[config.mk]
export PLATFORM = sky130hd
export DESIGN_NAME = counter_a
export DESIGN_NICKNAME = d
export VERILOG_FILES = /design/src/rtl/counter_a_pkg.sv /design/src/rtl/counter_a_tick_gen.sv /design/src/rtl/counter_a.sv
export SDC_FILE = /design/constraint.sdc
export NUM_CORES = 1
export LEC_CHECK = 0
export BUFFER_PORTS_ARGS = -buffer_cell sky130_fd_sc_hd__buf_2
export CAP_MARGIN = 25
export CORE_ASPECT_RATIO = 1.1
export CORE_UTILIZATION = 56
export CTS_CLUSTER_SIZE = 16
export DETAILED_ROUTE_END_ITERATION = 10
export PLACE_DENSITY = 0.74
export SLEW_MARGIN = 20
export SYNTH_ARGS = -nofsm -noshare
export SYNTH_HDL_FRONTEND = slang
export SYNTH_SLANG_ARGS = --single-unit
[constraint.sdc]
create_clock -name clk -period 2 [get_ports clk]
set_input_delay 0.1 -clock clk [delete_from_list [all_inputs] [get_ports clk]]
set_output_delay 0.1 -clock clk [all_outputs]
set_load 0.01 [all_outputs]
[src/rtl/counter_a_pkg.sv]
// Shared constants for the Basys 3 counter/light block.
// No logic; width and default prescale used by counter_a and tick_gen.
// No flow control.
package counter_a_pkg;

    localparam int CNT_W            = 6;
    // One increment per second from the 100 MHz board clock.
    localparam int TICK_DIV_DEFAULT = 100_000_000;

    // Prescaler register width: ceil(log2(div)), never below one bit.
    function automatic int div_width(input int div);
        return (div > 1) ? $clog2(div) : 1;
    endfunction

endpackage

[src/rtl/counter_a_tick_gen.sv]
// Prescaler: one-cycle tick every TICK_DIV enabled clk edges.
// Latency: tick is combinational from div_cnt/en, asserted on the edge that wraps div_cnt.
// No backpressure; en=0 freezes div_cnt so partial progress survives a pause.
module tick_gen
    import counter_a_pkg::*;
#(
    parameter int TICK_DIV = TICK_DIV_DEFAULT
) (
    input  logic clk,
    input  logic rst,
    input  logic en,
    output logic tick
);

    localparam int              DIV_W   = div_width(TICK_DIV);
    localparam logic [DIV_W-1:0] DIV_MAX = DIV_W'(TICK_DIV - 1);

    logic [DIV_W-1:0] div_cnt;

    assign tick = en && (div_cnt == DIV_MAX);

    always_ff @(posedge clk) begin
        if (rst) begin
            div_cnt <= '0;
        end else if (en) begin
            if (div_cnt == DIV_MAX) begin
                div_cnt <= '0;
            end else begin
                div_cnt <= div_cnt + 1'b1;
            end
        end
    end

endmodule

[src/rtl/counter_a.sv]
// Free-running modulo-64 up-counter advanced by the tick_gen prescaler.
// Latency: first increment TICK_DIV enabled edges after reset, then every TICK_DIV.
// No backpressure; cnt_en=0 pauses both counter and prescaler.
module counter_a
    import counter_a_pkg::*;
#(
    parameter int TICK_DIV = TICK_DIV_DEFAULT,
    parameter int CNT_W    = counter_a_pkg::CNT_W
) (
    input  logic             clk,
    input  logic             rst,
    input  logic             cnt_en,
    output logic [CNT_W-1:0] cnt
);

    logic tick;

    tick_gen #(
        .TICK_DIV (TICK_DIV)
    ) u_tick_gen (
        .clk  (clk),
        .rst  (rst),
        .en   (cnt_en),
        .tick (tick)
    );

    // Natural overflow of the CNT_W-bit register gives the 63 -> 0 wrap.
    always_ff @(posedge clk) begin
        if (rst) begin
            cnt <= '0;
        end else if (tick) begin
            cnt <= cnt + 1'b1;
        end
    end

endmodule

Word-level counts from Yosys, hierarchy flattened
Cells that the tools add are included.

Add/sub/neg operators: 2. Mux-type cells: 1. Divide/modulo/power cells: 0. Multipliers: 0. Shifts and indexed selects: 0. Equal/unequal tests: 1. Reductions and logical operators: 1. Magnitude comparators: 0. Bitwise gates (word level): 0.

Operators by type and width (number): $add A27 B1 Y27 const B (1); $eq A27 B27 Y1 const B (1); $mux W27 (1); $add A6 B1 Y6 const B (1); $logic_and A1 B1 Y1 (1).

Memory bits (writable): 0. Input port bits: 3. Bits in read-only memories: 0. Flip-flop bits (word level): 33. Memories kept: 0. Latch bits: 0. Word-level logic and storage cells: 7. Output and inout bits: 6.

Logic depth before layout (Yosys ltp)
Depth in word-level cells: 2. Mapped depth: 7. Depth with buffers taken out: 5.

Modules after synthesis
Synthesis repeated with hierarchy kept, for this count alone.

Cell total of the unflattened synthesis: 186. Area total of the unflattened synthesis: 1576.5 µm².

Modules (own cells, without submodules): tick_gen (seq. area each 540.5 µm², times used 1, cells each 162, area each 1337.5 µm²); counter_a (seq. area each 120.1 µm², times used 1, cells each 24, area each 239.0 µm²).

Worst setup path before layout
No wires, ideal clock.

Kind: flip-flop to flip-flop. From: register u_tick_gen.div_cnt[0]. To: register cnt[3]. Path buffers: 1. Setup slack: 0.304 ns. Arrival: 1.575 ns. Setup time: 0.121 ns. Required time: 1.879 ns. Cell stages (with the launch flop): 7. Period minus slack after synthesis: 1.696 ns. Cells stage by stage: dfxtp_1 > ha_1 > and4_1 > buf_6 > nand3_4 > nor4_1 > mux2_2.

Word-level cells in the longest chain between the ends: 2.

RTL lines: start: declaration (RTL line counter_a_tick_gen.sv:18) `logic [DIV_W-1:0] div_cnt;`; start signal: assignment (RTL line counter_a_tick_gen.sv:29) `div_cnt <= div_cnt + 1'b1;`; $eq A27 B27 Y1 (RTL line counter_a_tick_gen.sv:20) `assign tick = en && (div_cnt == DIV_MAX);`; $logic_and A1 B1 Y1 (RTL line counter_a_tick_gen.sv:20); end signal: assignment (RTL line counter_a.sv:32) `cnt <= cnt + 1'b1;`; end: declaration (RTL line counter_a.sv:13) `output logic [CNT_W-1:0] cnt`.

Every way passes these cells. A chain may end at the register's enable or synchronous reset.

Final worst setup path
From: register u_tick_gen.div_cnt[0]. To: register cnt[5].

Same word-level chain as after synthesis.

==> flow_metrics.tcl <==
set metrics [dict create \
    grt_overflow_total 0 \
    start_kind "flop" \
    initial_antenna_violation_count 0 \
    synthDominantAreaCellType "dfxtp_1" \
    nets 213 \
    final_hold_viol_count 0 \
    critical_path.max_fanout 15 \
    htree_num_levels 2 \
    design_internal_power_w 0.0008235 \
    asyncSetResetFlopFracSynth 0 \
    number_of_global_route_vias_before_repair 1426 \
    dominantRegCellSynth "dfxtp_1" \
    syn_area_sq_mm 0.001742 \
    worst-setup-path-type "flop to flop" \
    worstMarginPinSlew_ns 0.3613 \
    gr-usage-all-layers 0.2645 \
    floorplan.rows 20 \
    floorplan.initialDensity 0.6105 \
    timing.critical_path.slowest_stage_cell "nor4_2" \
    max_clock_freq_ghz 0.5107 \
    switching_share 0.2294 \
    worstPathArrival_ns 2.18 \
    detailed_place_hpwl_um 2619 \
    power_per_cell_area_mw_per_mm2 563.0 \
    postRouteWirelength_um 3797 \
    fp.dieArea_sq_mm 0.003338 \
    share_of_post_route_cells_with_drive_strength_above_1 0.1770 \
    gp_congestion 0.9397 \
    fp.dieW_um 55.18 \
    tritoncts "done" \
    final_period_minus_worst_setup_slack_ns 1.958 \
    p_leak_nw 0.6583 \
    slowest_delay_ns 0.40 \
    post-route-cell-area_sq_mm 0.001898 \
    crit_chain "ha_1 -> and4_1 -> nand3_4 -> nor4_2 -> mux2_2" \
    post_dp_cell_area_sq_mm 0.001793 \
    placeableCoreArea_sq_mm 0.002853 \
    timing.final.crit_share 0.9791 \
    final_common_cell "dfxtp_1" \
    io_pins 9 \
    timing.max_slew.rel_slack 0.7585 \
    syn_to_final_growth_pct 8.980 \
    clock_power_share 0.329 \
    remaining_drc_errors 0 \
    clock_insertion_delay_worst_skew_ns 0.33 \
    synth_cells 196 \
    grt_setup_unrepaired "yes" \
    dr_total_vias 1573 \
    clk_pin_slew_ns 0.10 \
    final-setup-viol-count 0 \
    synth-edff-count 0 \
    clock-skew-final_ns 0.006600 \
    die-height_um 60.49 \
    syn_avg_cell_area_sq_um 8.886 \
    worst_hold_path_type "input port to flop" \
    synth_top_cells_by_area "dfxtp_1, nand3_1, xor2_1, nor2_1, or4_1" \
    fillCellCount 246 \
    pin_count_of_the_biggest_net_entering_global_routing 25 \
    cts-root-buf "clkbuf_4" \
    irDropWorstVdd_mv 0.5974 \
    drt-initial-drc-count 51 \
    synth_largest_type_area_fraction 0.3793 \
    count_of_state_elements_after_synthesis 33 \
    viasPerCell 6.500 \
    status "finished clean" \
    diodes 0 \
    count_of_antenna_violating_nets_left_after_detailed_routing 0 \
    power.sequential.fraction 0.631 \
    netSwitchingPower_w 0.0002452 \
    dr.pass1.iters 4 \
    max-cap-violations 0 \
    top_library_cells_by_usage_in_the_layout_fill_and_taps_aside "dfxtp_1, nor2_1, nand3_1" \
    power.share.combinational 0.040 \
    io_buffers 8 \
    power.total_w 0.001069 \
    avgRoutedWirePerCell_um 15.69 \
    grt_first_pass_wirelength_um 6182 \
    synth.yosys.warnings 0 \
    maximum_root_to_sink_buffer_count 2 \
    yosysSeqAreaShare 0.3793 \
    synthesis.nets 201 \
    synth_cell_type_count 38 \
    final-max-slew-violation-count 0 \
    cts-buffers-inserted 5 \
    cts.sinks 33 \
    worst_ep_required_time_ns 2.22 \
    cp-end-kind "flop" \
]
-- sequential cells by signal, indices dropped and copies added, names as in the netlist --
register and count:
cnt 6, u_tick_gen.div_cnt 27
-- critical path, delay by kind of cell, from the launching register on --
kind                     cells  cell delay [ns]
adder cells (fa/ha/maj)      1             0.20
flip-flops                   1             0.39
multiplexers                 1             0.37
AND/OR/NAND/NOR              3             0.89
-- through the flow --
step | worst slack [ns] | TNS, ns | hold WS (ns) | instances | utilization
global route | -0.01982 | -0.03615 | 0.08340 | 242 | 0.6654
CTS | 0.02142 | 0 | 0.08494 | 239 | 0.6456
finish | 0.04180 | 0 | 0.08986 | 242 | 0.6654
floorplan | 0.3040 | 0 | 0.2476 | 196 | -
detailed placement | 0.06328 | 0 | 0.4399 | 231 | 0.6285
global placement | 0.1992 | 0 | 0.4156 | 231 | 0.6285
-- Yosys cell counts, types with 2 or more instances --
cell and n:
a21oi_1 13, a31oi_1 3, and3_1 4, and4_1 6, buf_2 5, buf_4 3
buf_6 2, dfxtp_1 33, ha_1 2, inv_1 2, mux2_2 4, nand2_1 11
nand3_1 15, nand4_1 9, nor2_1 18, nor2b_1 5, nor4_1 4, o211ai_1 2
o21ai_0 7, o31ai_1 8, or3_1 6, or4_1 9, xnor2_1 3, xor2_1 8
-- power by group through the flow --
stage	clock network (W)	registers, W	logic, W
3_5_place_dp	0	0.000689	0.0000427
6_report	0.000352	0.000674	0.0000428
4_1_cts	0.000362	0.000674	0.0000431
2_1_floorplan	0	0.000686	0.0000289
5_1_grt	0.000407	0.000675	0.0000480
3_3_place_gp	0	0.000687	0.0000399
-- final cells by class --
cell class	count	area [sq um]	share of cell area
tap	33	41.29	0.02175
multi-input combinational	149	1020	0.5372
sequential	33	660.6	0.3481
inverter	2	7.507	0.003955
timing repair buffer	17	120.1	0.06328
clock buffer	8	48.80	0.02571
-- cells by family (layout without fill, tap and decap cells) --
family,after synthesis,after routing,synth area share
and+or+nand+nor,94,94,0.3261
adders and majority gates,2,2,0.01437
AOI/OAI and AO/OA,37,37,0.1386
DFF,33,33,0.3793
muxes,5,5,0.03161
buffers and inverters,14,27,0.05459
xor gates and xnor gates,11,11,0.05532
-- timing repair --
action,CTS,global route
buffers inserted,0,3
endpoints found under the hold margin,0,0
hold buffers,0,0
gates resized for setup,0,5
setup endpoints to repair,0,4
-- worst paths after layout --
| kind | startpoint | endpoint | slack, ns | depth (start not counted) |
|---|---|---|---|---|
| worst max-delay path | u_tick_gen.div_cnt[0]$_SDFFE_PP0P_ | cnt[5]$_SDFFE_PP0P_ | 0.04 | 5 |
| worst min-delay path | rst | cnt[0]$_SDFFE_PP0P_ | 0.09 | 2 |
| worst max register to register | u_tick_gen.div_cnt[0]$_SDFFE_PP0P_ | cnt[5]$_SDFFE_PP0P_ | 0.04 | 5 |
| worst min register to register | u_tick_gen.div_cnt[21]$_SDFFE_PP0P_ | u_tick_gen.div_cnt[21]$_SDFFE_PP0P_ | 0.51 | 2 |
-- layer usage --
metal,wire length [um],global-route usage,share of wire
met3,147,0.09273,0.039
met5,0,0,0
met1,1611,0.2910,0.42
met4,38,0.1000,0.010
met2,2000,0.4596,0.53
No activity file was read; power rests on OpenSTA's default activity.
